`src/rtl/cw305_heep_prog_bridge.sv`:
```
// Turns posted instruction words from the USB register block into OBI writes, one word each.
// Latency: a flag seen high in IDLE starts the action on the next cycle (REQ or LOAD_ADDR).
// Backpressure: obi_req_o is held until grant or the grant timeout, then waits for rvalid.
module cw305_heep_prog_bridge #(
    parameter int pINSTR_WIDTH = 32,
    parameter int pGNT_TIMEOUT = 255,
    parameter int pCNT_WIDTH   = 16
) (
    input  logic                    usb_clk,
    input  logic                    reset_i,
    input  logic [7:0]              I_status,
    input  logic [pINSTR_WIDTH-1:0] I_instruction,
    input  logic [pINSTR_WIDTH-1:0] I_address,
    output logic                    O_reset_new_addr_valid,
    output logic                    O_reset_instr_valid,
    output logic                    obi_req_o,
    input  logic                    obi_gnt_i,
    output logic [pINSTR_WIDTH-1:0] obi_addr_o,
    output logic                    obi_we_o,
    output logic [3:0]              obi_be_o,
    output logic [pINSTR_WIDTH-1:0] obi_wdata_o,
    input  logic                    obi_rvalid_i,
    output logic                    O_busy,
    output logic [pCNT_WIDTH-1:0]   O_word_cnt,
    output logic                    O_error
);

    // Grant timer only needs to reach pGNT_TIMEOUT-1; a zero timeout disables it entirely.
    localparam int TW = (pGNT_TIMEOUT > 1) ? $clog2(pGNT_TIMEOUT) : 1;
    localparam logic [TW-1:0] TLIM = TW'((pGNT_TIMEOUT > 0) ? pGNT_TIMEOUT - 1 : 0);

    typedef enum logic [2:0] {
        IDLE       = 3'd0,
        LOAD_ADDR  = 3'd1,
        REQ        = 3'd2,
        WAIT_RSP   = 3'd3,
        CLR_INSTR  = 3'd4,
        WAIT_LOW_A = 3'd5,
        WAIT_LOW_I = 3'd6
    } state_t;

    state_t                  state;
    state_t                  state_n;
    logic [pINSTR_WIDTH-1:0] ptr;
    logic [pINSTR_WIDTH-1:0] wdata;
    logic [TW-1:0]           tcnt;
    logic [pCNT_WIDTH-1:0]   cnt;
    logic                    err;
    logic                    timeout_hit;

    logic prog_en;
    logic instr_flag;
    logic addr_flag;
    logic unused_bits;

    assign prog_en     = I_status[0];
    assign instr_flag  = I_status[1];
    assign addr_flag   = I_status[2];
    assign unused_bits = ^{I_status[7:3], I_address[1:0]};

    assign timeout_hit = (pGNT_TIMEOUT != 0) && (tcnt == TLIM);

    // State register.
    always_ff @(posedge usb_clk) begin
        if (reset_i) begin
            state <= IDLE;
        end else begin
            state <= state_n;
        end
    end

    // Next-state decode and all control outputs; address flag wins over the instruction flag.
    always_comb begin
        state_n                = state;
        obi_req_o              = 1'b0;
        obi_we_o               = 1'b0;
        O_reset_new_addr_valid = 1'b1;
        O_reset_instr_valid    = 1'b1;
        O_busy                 = (state != IDLE);
        case (state)
            IDLE: begin
                if (prog_en) begin
                    if (addr_flag) begin
                        state_n = LOAD_ADDR;
                    end else if (instr_flag) begin
                        state_n = REQ;
                    end
                end
            end
            LOAD_ADDR: begin
                O_reset_new_addr_valid = 1'b0;
                state_n                = WAIT_LOW_A;
            end
            WAIT_LOW_A: begin
                if (!addr_flag) begin
                    state_n = IDLE;
                end
            end
            REQ: begin
                obi_req_o = 1'b1;
                obi_we_o  = 1'b1;
                if (obi_gnt_i) begin
                    state_n = WAIT_RSP;
                end else if (timeout_hit) begin
                    state_n = CLR_INSTR;
                end
            end
            WAIT_RSP: begin
                if (obi_rvalid_i) begin
                    state_n = CLR_INSTR;
                end
            end
            CLR_INSTR: begin
                O_reset_instr_valid = 1'b0;
                state_n             = WAIT_LOW_I;
            end
            WAIT_LOW_I: begin
                if (!instr_flag) begin
                    state_n = IDLE;
                end
            end
            default: state_n = IDLE;
        endcase
    end

    // Datapath: address pointer, captured write data, grant timer, word counter, sticky error.
    always_ff @(posedge usb_clk) begin
        if (reset_i) begin
            ptr   <= '0;
            wdata <= '0;
            tcnt  <= '0;
            cnt   <= '0;
            err   <= 1'b0;
        end else begin
            if (state == IDLE && state_n == REQ) begin
                wdata <= I_instruction;
                tcnt  <= '0;
            end
            if (state == LOAD_ADDR) begin
                ptr <= {I_address[pINSTR_WIDTH-1:2], 2'b00};
            end
            if (state == REQ && !obi_gnt_i) begin
                if (timeout_hit) begin
                    err <= 1'b1;
                end else begin
                    tcnt <= tcnt + TW'(1);
                end
            end
            if (state == WAIT_RSP && obi_rvalid_i) begin
                ptr <= ptr + pINSTR_WIDTH'(4);
                cnt <= cnt + pCNT_WIDTH'(1);
            end
        end
    end

    assign obi_addr_o  = ptr;
    assign obi_wdata_o = wdata;
    assign obi_be_o    = 4'hF;
    assign O_word_cnt  = cnt;
    assign O_error     = err;

endmodule

```
`config.mk`:
```
export PLATFORM = sky130hd
export DESIGN_NAME = cw305_heep_prog_bridge
export DESIGN_NICKNAME = d
export VERILOG_FILES = /design/src/rtl/cw305_heep_prog_bridge.sv
export SDC_FILE = /design/constraint.sdc
export NUM_CORES = 1
export LEC_CHECK = 0
export ABC_AREA = 1
export CAP_MARGIN = 20
export CORE_MARGIN = 4
export CORE_UTILIZATION = 35
export CTS_CLUSTER_DIAMETER = 50
export DETAILED_ROUTE_END_ITERATION = 12
export DONT_BUFFER_PORTS = 1
export SETUP_SLACK_MARGIN = 0.5
export SYNTH_ARGS = -nofsm -noshare
export SYNTH_HDL_FRONTEND = slang
export SYNTH_SLANG_ARGS = --single-unit
export TNS_END_PERCENT = 1
```
`constraint.sdc`:
```
create_clock -name usb_clk -period 3.28 [get_ports usb_clk]
set_clock_uncertainty 0.15 [all_clocks]
set_input_delay 0.492 -clock usb_clk [delete_from_list [all_inputs] [get_ports usb_clk]]
set_output_delay 0.492 -clock usb_clk [all_outputs]
set_load 0.05 [all_outputs]
```
==> results.sh, run 1 <==
export IMPL_status="complete, no violations"
export IMPL_hold_class="in2reg"
export IMPL_vias_per_cell=5.066
export IMPL_ir_drop_uv=392.9
export IMPL_crit_type="reg2out"
export IMPL_drc=0
export IMPL_synth_avg_cell_area_um2=6.551
export IMPL_htree_levels=3
export IMPL_port_buffers=0
export IMPL_r2r_end="obi_addr_o[29]$_SDFFE_PP0P_"
export IMPL_postRouteAntennaNets=0
export IMPL_fin_nets=828
export IMPL_min_period_over_period=0.7204
export IMPL_cts_hold_buffers=0
export IMPL_seqCellArea_mm2=0.001802
export IMPL_cp_start_kind="register"
export IMPL_clock_insertion_delay_worst_skew_ps=340
export IMPL_synth_edf_count=0
export IMPL_finish_utilization=0.3857
export IMPL_fp_coreArea_mm2=0.01383
export IMPL_r2r_cells=9
export IMPL_post_cts_buffers=0
export IMPL_timing_rr_start="obi_addr_o[5]$_SDFFE_PP0P_"
export IMPL_ioPinCount=166
export IMPL_setup_tns_ps=0
export IMPL_leakagePower_nw=1.880
export IMPL_synth_cell_type_count=41
export IMPL_dr_pass1_iters=5
export IMPL_yosysSeqAreaShare=0.3647
export IMPL_synth_seq_cells=90
export IMPL_synth_area_mm2=0.004940
export IMPL_yosysWarnings=0
export IMPL_cts_buffers=9
export IMPL_async_reset_ff_frac=0
export IMPL_routedWlPerCell_um=15.09
export IMPL_cap_viol_max_count=0
export IMPL_vias=4727
export IMPL_track_usage=0.1772
export IMPL_whs_endpoint="obi_addr_o[31]$_SDFFE_PP0P_"
export IMPL_max_freq_ghz=0.4232
export IMPL_cp_end_kind="output port"
export IMPL_syn_inst=754
export IMPL_final_common_cell="nand2_1"
export IMPL_grt_max_degree=60
export IMPL_finalSetupViolations=0
export IMPL_cts_tree="done"
export IMPL_fp_dieH_um=126.8
export IMPL_rsz0062_at_grt="false"
export IMPL_wirelength_um=14080
export IMPL_cp_startpoint="state[2]$_SDFF_PP0_"
export IMPL_reg2reg_slack_ps=1040
export IMPL_n_fill_cell=1496
export IMPL_fp_dieArea_mm2=0.01608
export IMPL_synthFlopType="dfxtp_1"
export IMPL_gp_congestion=0.8609
export IMPL_period_minus_slack_ps=2363
export IMPL_hpwlAfterDp_um=10250
export IMPL_rows=43
export IMPL_antenna_cells=0
export IMPL_multi_input_area_mm2=0.002676
export IMPL_slew_violations=0
export IMPL_drive_gt1_frac=0.07039
export IMPL_cts_resized_gates=0
export IMPL_grt_pass1_wl_um=23020
export IMPL_cts_path_max_buffers=2
export IMPL_arrival_ps=1720
export IMPL_antenna_found_initial=1
export IMPL_grt_overflow_total=0
export IMPL_holdCritStartpoint="reset_i"
export IMPL_hold_viol_final=0
export IMPL_area_growth_pct=7.953
export IMPL_final_cell_mix="nand2_1, nor2_1, dfxtp_1, nand3_1, inv_1"
export IMPL_required_ps=2640
export IMPL_initial_core_util=0.3573
export IMPL_grt_pass1_vias=4516
export IMPL_cts_sinks=90
export IMPL_root_buffer="clkbuf_16"
export IMPL_whs_path_depth=1
export IMPL_power_density_mw_per_mm2=742.3
export IMPL_die_w_um=126.8
export IMPL_worst_pin_slew_ps=882.3
export IMPL_clkTransAtPathRegs_ps=70
export IMPL_max_slew_margin=0.4111
export IMPL_critPathMaxFanout=6
export IMPL_drt_iter0_markers=208
cell usage after synthesis, types with 2 or more instances:
| cell type | n | area share |
|---|---|---|
| inv_1 | 59 | 0.045 |
| a211oi_2 | 2 | 0.0051 |
| o21ai_1 | 2 | 0.0020 |
| o21bai_1 | 3 | 0.0046 |
| xnor2_1 | 4 | 0.0071 |
| a31oi_1 | 2 | 0.0025 |
| buf_6 | 6 | 0.014 |
| inv_4 | 2 | 0.0025 |
| nand3_1 | 60 | 0.061 |
| nand2_1 | 194 | 0.15 |
| nand2_2 | 2 | 0.0025 |
| a21oi_1 | 51 | 0.052 |
| buf_2 | 4 | 0.0041 |
| nand3b_1 | 2 | 0.0030 |
| nor2_1 | 127 | 0.097 |
| o21a_1 | 13 | 0.020 |
| nand4_1 | 6 | 0.0076 |
| clkbuf_1 | 12 | 0.0091 |
| conb_1 | 2 | 0.0015 |
| inv_2 | 3 | 0.0023 |
| nor2_4 | 2 | 0.0046 |
| o211ai_1 | 3 | 0.0046 |
| a22oi_1 | 2 | 0.0030 |
| dfxtp_1 | 90 | 0.36 |
| nor2_2 | 5 | 0.0063 |
| nor2_8 | 2 | 0.0081 |
| o21ai_0 | 46 | 0.047 |
| nor3_1 | 14 | 0.014 |
| buf_4 | 12 | 0.018 |
| nand3_2 | 2 | 0.0041 |
| xor2_1 | 7 | 0.012 |
| ha_1 | 4 | 0.010 |
stage by stage:
step / worst slack [ps] / power (W) / std cells / cell area, µm² / hold slack, ps
floorplan: 1216 / 0.002802 / 758 / 4955 / 309.0
finish: 916.9 / 0.003959 / 933 / 5333 / 62.85
CTS: 875.6 / 0.004001 / 933 / 5333 / 38.51
global route: 801.8 / 0.004189 / 933 / 5333 / 39.23
detailed placement: 1074 / 0.003024 / 917 / 5061 / 349.0
global placement: 1109 / 0.003011 / 917 / 5061 / 330.3
critical path, cell delays in order (launching register included):
cell	delay [ps]
dfxtp_1	370
inv_2	150
nand3_1	160
inv_1	680
power by group:
part	leakage (nW)	internal (W)	switching (W)
sequential	0.732	0.00127	0.000615
clock	0.127	0.000511	0.000458
combinational	1.02	0.000310	0.000796
total	1.88	0.00209	0.00187
routing by layer:
metal,vias to the layer above,GRT usage,part of all wire
li1,2409,-,-
met1,2107,0.2262,0.42
met2,180,0.2684,0.45
met3,29,0.06526,0.097
met4,2,0.07634,0.029
met5,-,0,0.0014
worst max-delay path by stage:
stage / endpoint / cells past startpoint
global placement: O_word_cnt[8]$_SDFFE_PP0P_ / 8
floorplan: obi_addr_o[20]$_SDFFE_PP0P_ / 10
detailed placement: obi_addr_o[23]$_SDFFE_PP0P_ / 8
finish: obi_we_o / 3
CTS: obi_we_o / 3
global route: obi_we_o / 3
layout make-up:
type | instances | area share
repair buffers | 15 | 0.02112
clock inverters | 7 | 0.008681
inverters | 64 | 0.04599
clock buffers | 9 | 0.04223
multi-input cells | 568 | 0.5019
well taps | 180 | 0.04223
flip-flops and latches | 90 | 0.3379
registers in the layout, summed over array words and instances (netlist names):
register / count
O_error: 1
obi_addr_o: 30
tcnt: 8
state: 3
obi_wdata_o: 32
O_word_cnt: 16
logic make-up (layout without fill, tap and decap cells):
| logic type | count (synthesis) | in the layout | synth area share |
|---|---|---|---|
| and+or+nand+nor | 421 | 421 | 0.3647 |
| xor gates and xnor gates | 11 | 11 | 0.01950 |
| other | 2 | 6 | 0.001520 |
| AOI/OAI and AO/OA | 126 | 126 | 0.1429 |
| buffers and inverters | 100 | 95 | 0.09650 |
| adders and majority gates | 4 | 4 | 0.01013 |
| DFF | 90 | 90 | 0.3647 |
(Power assumes the default switching activity.)
==> run 2, diff against run 1 <==
--- a/config.mk
+++ b/config.mk
@@ -5,7 +5,7 @@
 export SDC_FILE = /design/constraint.sdc
 export NUM_CORES = 1
 export LEC_CHECK = 0
-export ABC_AREA = 1
+export ABC_AREA = 0
 export CAP_MARGIN = 20
 export CORE_MARGIN = 4
 export CORE_UTILIZATION = 35
==> constraint.sdc (replaced) <==
create_clock -name usb_clk -period 2.15 [get_ports usb_clk]
set_clock_uncertainty 0.15 [all_clocks]
set_input_delay 0.3225 -clock usb_clk [delete_from_list [all_inputs] [get_ports usb_clk]]
set_output_delay 0.3225 -clock usb_clk [all_outputs]
set_load 0.05 [all_outputs]
==> results.sh, run 2 <==
export IMPL_status="finished, violations left"
export IMPL_violations="negative hold slack"
export IMPL_synth_top_area_frac=0.4067
export IMPL_area_growth_pct=22.08
export IMPL_initial_core_util=0.3628
export IMPL_synth_area_leaders="dfxtp_1, nand2_1, a21oi_1"
export IMPL_holdCritStartpoint="reset_i"
export IMPL_synth_area_mux_share=0.01073
export IMPL_gp_congestion=0.7743
export IMPL_cts_sinks=90
export IMPL_antenna_cells=0
export IMPL_ir_drop_uv=427.9
export IMPL_grt_overflow_total=0
export IMPL_track_usage=0.1665
export IMPL_routedWlPerCell_um=16.32
export IMPL_synth_most_common_cell="nand2_1"
export IMPL_period_minus_slack_ps=2036
export IMPL_synth_edf_count=0
export IMPL_yosysSeqAreaShare=0.4067
export IMPL_synth_seq_cells=90
export IMPL_dr_pass1_iters=4
export IMPL_cp_slowest_stage_delay_ps=420
export IMPL_fp_coreArea_mm2=0.01221
export IMPL_synth_avg_cell_area_um2=8.189
export IMPL_whs_path_depth=1
export IMPL_fp_dieArea_mm2=0.01452
export IMPL_finalSetupViolations=0
export IMPL_fin_nets=660
export IMPL_port_buffers=0
export IMPL_setup_tns_ps=0
export IMPL_synth_cell_type_count=70
export IMPL_r2r_cells=8
export IMPL_switching_power_w=0.001904
export IMPL_die_w_um=120.5
export IMPL_worst_pin_slew_ps=586.9
export IMPL_grt_max_degree=93
export IMPL_ioPinCount=166
export IMPL_max_freq_ghz=0.4911
export IMPL_cp_top_family="simple AND/OR/NAND/NOR gates"
export IMPL_fp_dieH_um=120.5
export IMPL_syn_inst=541
export IMPL_swShare=0.3714
export IMPL_drive_gt1_frac=0.2427
export IMPL_cp_start_kind="register"
export IMPL_postRouteAntennaNets=0
export IMPL_cap_viol_max_count=0
export IMPL_yosysWarnings=0
export IMPL_crit_buf_inv=4
export IMPL_wirelength_um=12290
export IMPL_antenna_found_initial=0
export IMPL_drt_iter0_markers=143
export IMPL_clkTransAtPathRegs_ps=70
export IMPL_grt_pass1_vias=4015
export IMPL_htree_levels=3
export IMPL_synth_top_family_by_area="simple AND/OR/NAND/NOR gates"
export IMPL_p_comb_frac=0.260
export IMPL_rsz0062_at_grt="true"
export IMPL_cts_buffers=9
export IMPL_slowest_stage="or3_4"
export IMPL_synth_top_area_cell="dfxtp_1"
export IMPL_rows=40
export IMPL_critPathMaxFanout=9
export IMPL_synthSimpleGateAreaFrac=0.3030
export IMPL_timing_rr_start="state[1]$_SDFF_PP0_"
export IMPL_cp_end_kind="register"
export IMPL_final_cell_mix="nand2_1, dfxtp_1, a21oi_1, buf_4, nor2_1"
export IMPL_required_ps=2270
export IMPL_hold_viol_final=62
export IMPL_grt_pass1_wl_um=19870
export IMPL_arrival_ps=2150
export IMPL_vias=4019
export IMPL_p_total_w=0.005127
export IMPL_root_buffer="clkbuf_16"
export IMPL_clkPwrFrac=0.310
export IMPL_slew_violations=0
export IMPL_synthFlopType="dfxtp_1"
export IMPL_yosys_area_share_xor_xnor=0.02965
export IMPL_r2r_end="obi_wdata_o[27]$_SDFFE_PP0P_"
export IMPL_min_period_over_period=0.9471
export IMPL_cts_path_max_buffers=2
export IMPL_synthTopCellsByCount="nand2_1, dfxtp_1, a21oi_1, nor2_1, nand3_1"
export IMPL_path_cells="buf_4 -> or3_4 -> nor3_4 -> buf_6 -> buf_12 -> clkbuf_4 -> nand2_1 -> a21oi_1"
export IMPL_vias_per_cell=5.337
export IMPL_hpwlAfterDp_um=8921
export IMPL_power_internal_w=0.003223
export IMPL_final_common_cell="nand2_1"
export IMPL_synthAdderAreaFrac=0.01130
export IMPL_synth_area_mm2=0.004430
export IMPL_power_density_mw_per_mm2=947.9
export IMPL_reg2reg_slack_ps=110
export IMPL_synth_compound_area_share=0.1822
export IMPL_max_slew_margin=0.6082
export IMPL_hold_class="in2reg"
export IMPL_hold_slack_ps=-95.57
export IMPL_async_reset_ff_frac=0
export IMPL_power_frac_seq=0.430
export IMPL_whs_endpoint="obi_wdata_o[8]$_SDFFE_PP0P_"
export IMPL_clock_insertion_delay_worst_skew_ps=340
export IMPL_drc=0
export IMPL_leakagePower_nw=1.913
export IMPL_largest_register_ffs=32
export IMPL_cts_tree="done"
export IMPL_crit_type="reg2reg"
==> run 2: cell count changes in the layout (fill, tap and decap cells not counted), sizes merged, moves of 6 or more <==
cell    change
nor2       -97
a311oi      +7
buf        +46
nor4        +9
nand4       +8
a31oi       +6
a21oi       +9
and3        +9
nand2      -86
inv        -50
nand3      -41
o21a       -13
or3        +12
o21ai      -37
==> run 2: cells by family (layout without fill, tap and decap cells) <==
family,Yosys count,after routing
compound gates,124,124
xor+xnor,15,15
fa+ha+maj,4,4
buf+inv,49,89
flops,90,90
mux,4,4
other cells,2,6
simple gates,253,253
==> run 2: through the flow <==
| stage | std cells | hold WS, ps | area (µm²) | setup slack (ps) | util |
|---|---|---|---|---|---|
| 6_report | 753 | -95.57 | 5409 | 113.8 | 0.4429 |
| 2_1_floorplan | 545 | 298.2 | 4547 | 255.8 | - |
| 3_5_place_dp | 731 | 251.4 | 5009 | 66.93 | 0.4101 |
| 3_3_place_gp | 731 | 250.2 | 5009 | 121.7 | 0.4101 |
| 5_1_grt | 753 | -122.1 | 5409 | 36.98 | 0.4429 |
| 4_1_cts | 750 | -117.9 | 5374 | 153.5 | 0.4401 |
==> run 2: worst max path at each step <==
| stage | from | endpoint | slack (ps) | depth (start not counted) |
|---|---|---|---|---|
| after floorplan | obi_addr_o[11]$_SDFFE_PP0P_ | obi_addr_o[21]$_SDFFE_PP0P_ | 260 | 6 |
| after global placement | state[2]$_SDFF_PP0_ | tcnt[7]$_SDFF_PP0_ | 120 | 6 |
| after detailed placement | state[2]$_SDFF_PP0_ | tcnt[7]$_SDFF_PP0_ | 70 | 6 |
| after CTS | state[2]$_SDFF_PP0_ | tcnt[7]$_SDFF_PP0_ | 150 | 6 |
| after global routing | state[1]$_SDFF_PP0_ | tcnt[3]$_SDFF_PP0_ | 40 | 7 |
| final | state[1]$_SDFF_PP0_ | obi_wdata_o[27]$_SDFFE_PP0P_ | 110 | 8 |
==> run 2: metal layers <==
metal,up-vias,track usage,routed length (µm)
li1,2000,-,-
met1,1857,0.1929,4961
met2,147,0.2735,5817
met3,15,0.07250,1331
met4,0,0.05949,177
met5,-,0,0
==> run 2: cell type report <==
type | instances | area, µm²
clock buffer | 9 | 225.2
fill | 1218 | 6803
tap | 168 | 210.2
clock inverter | 7 | 76.32
inverter | 11 | 41.29
timing repair buffer | 62 | 543.0
multi-input combinational | 406 | 2450
sequential | 90 | 1863
==> run 2: what timing repair did <==
action,in CTS,in global routing
gates cloned,1,0
hold endpoints to repair,86,84
gates resized for setup,8,1
setup buffers,2,3
endpoints found under the setup margin,89,91
pin swaps,8,4
==> run 2: power groups by stage <==
| stage | clock, W | sequential, W | combinational (W) |
|---|---|---|---|
| after floorplan | 0 | 0.00241 | 0.000795 |
| after global placement | 0 | 0.00223 | 0.00126 |
| after detailed placement | 0 | 0.00224 | 0.00129 |
| after CTS | 0.00164 | 0.00220 | 0.00133 |
| after global routing | 0.00172 | 0.00223 | 0.00143 |
| final | 0.00159 | 0.00220 | 0.00133 |
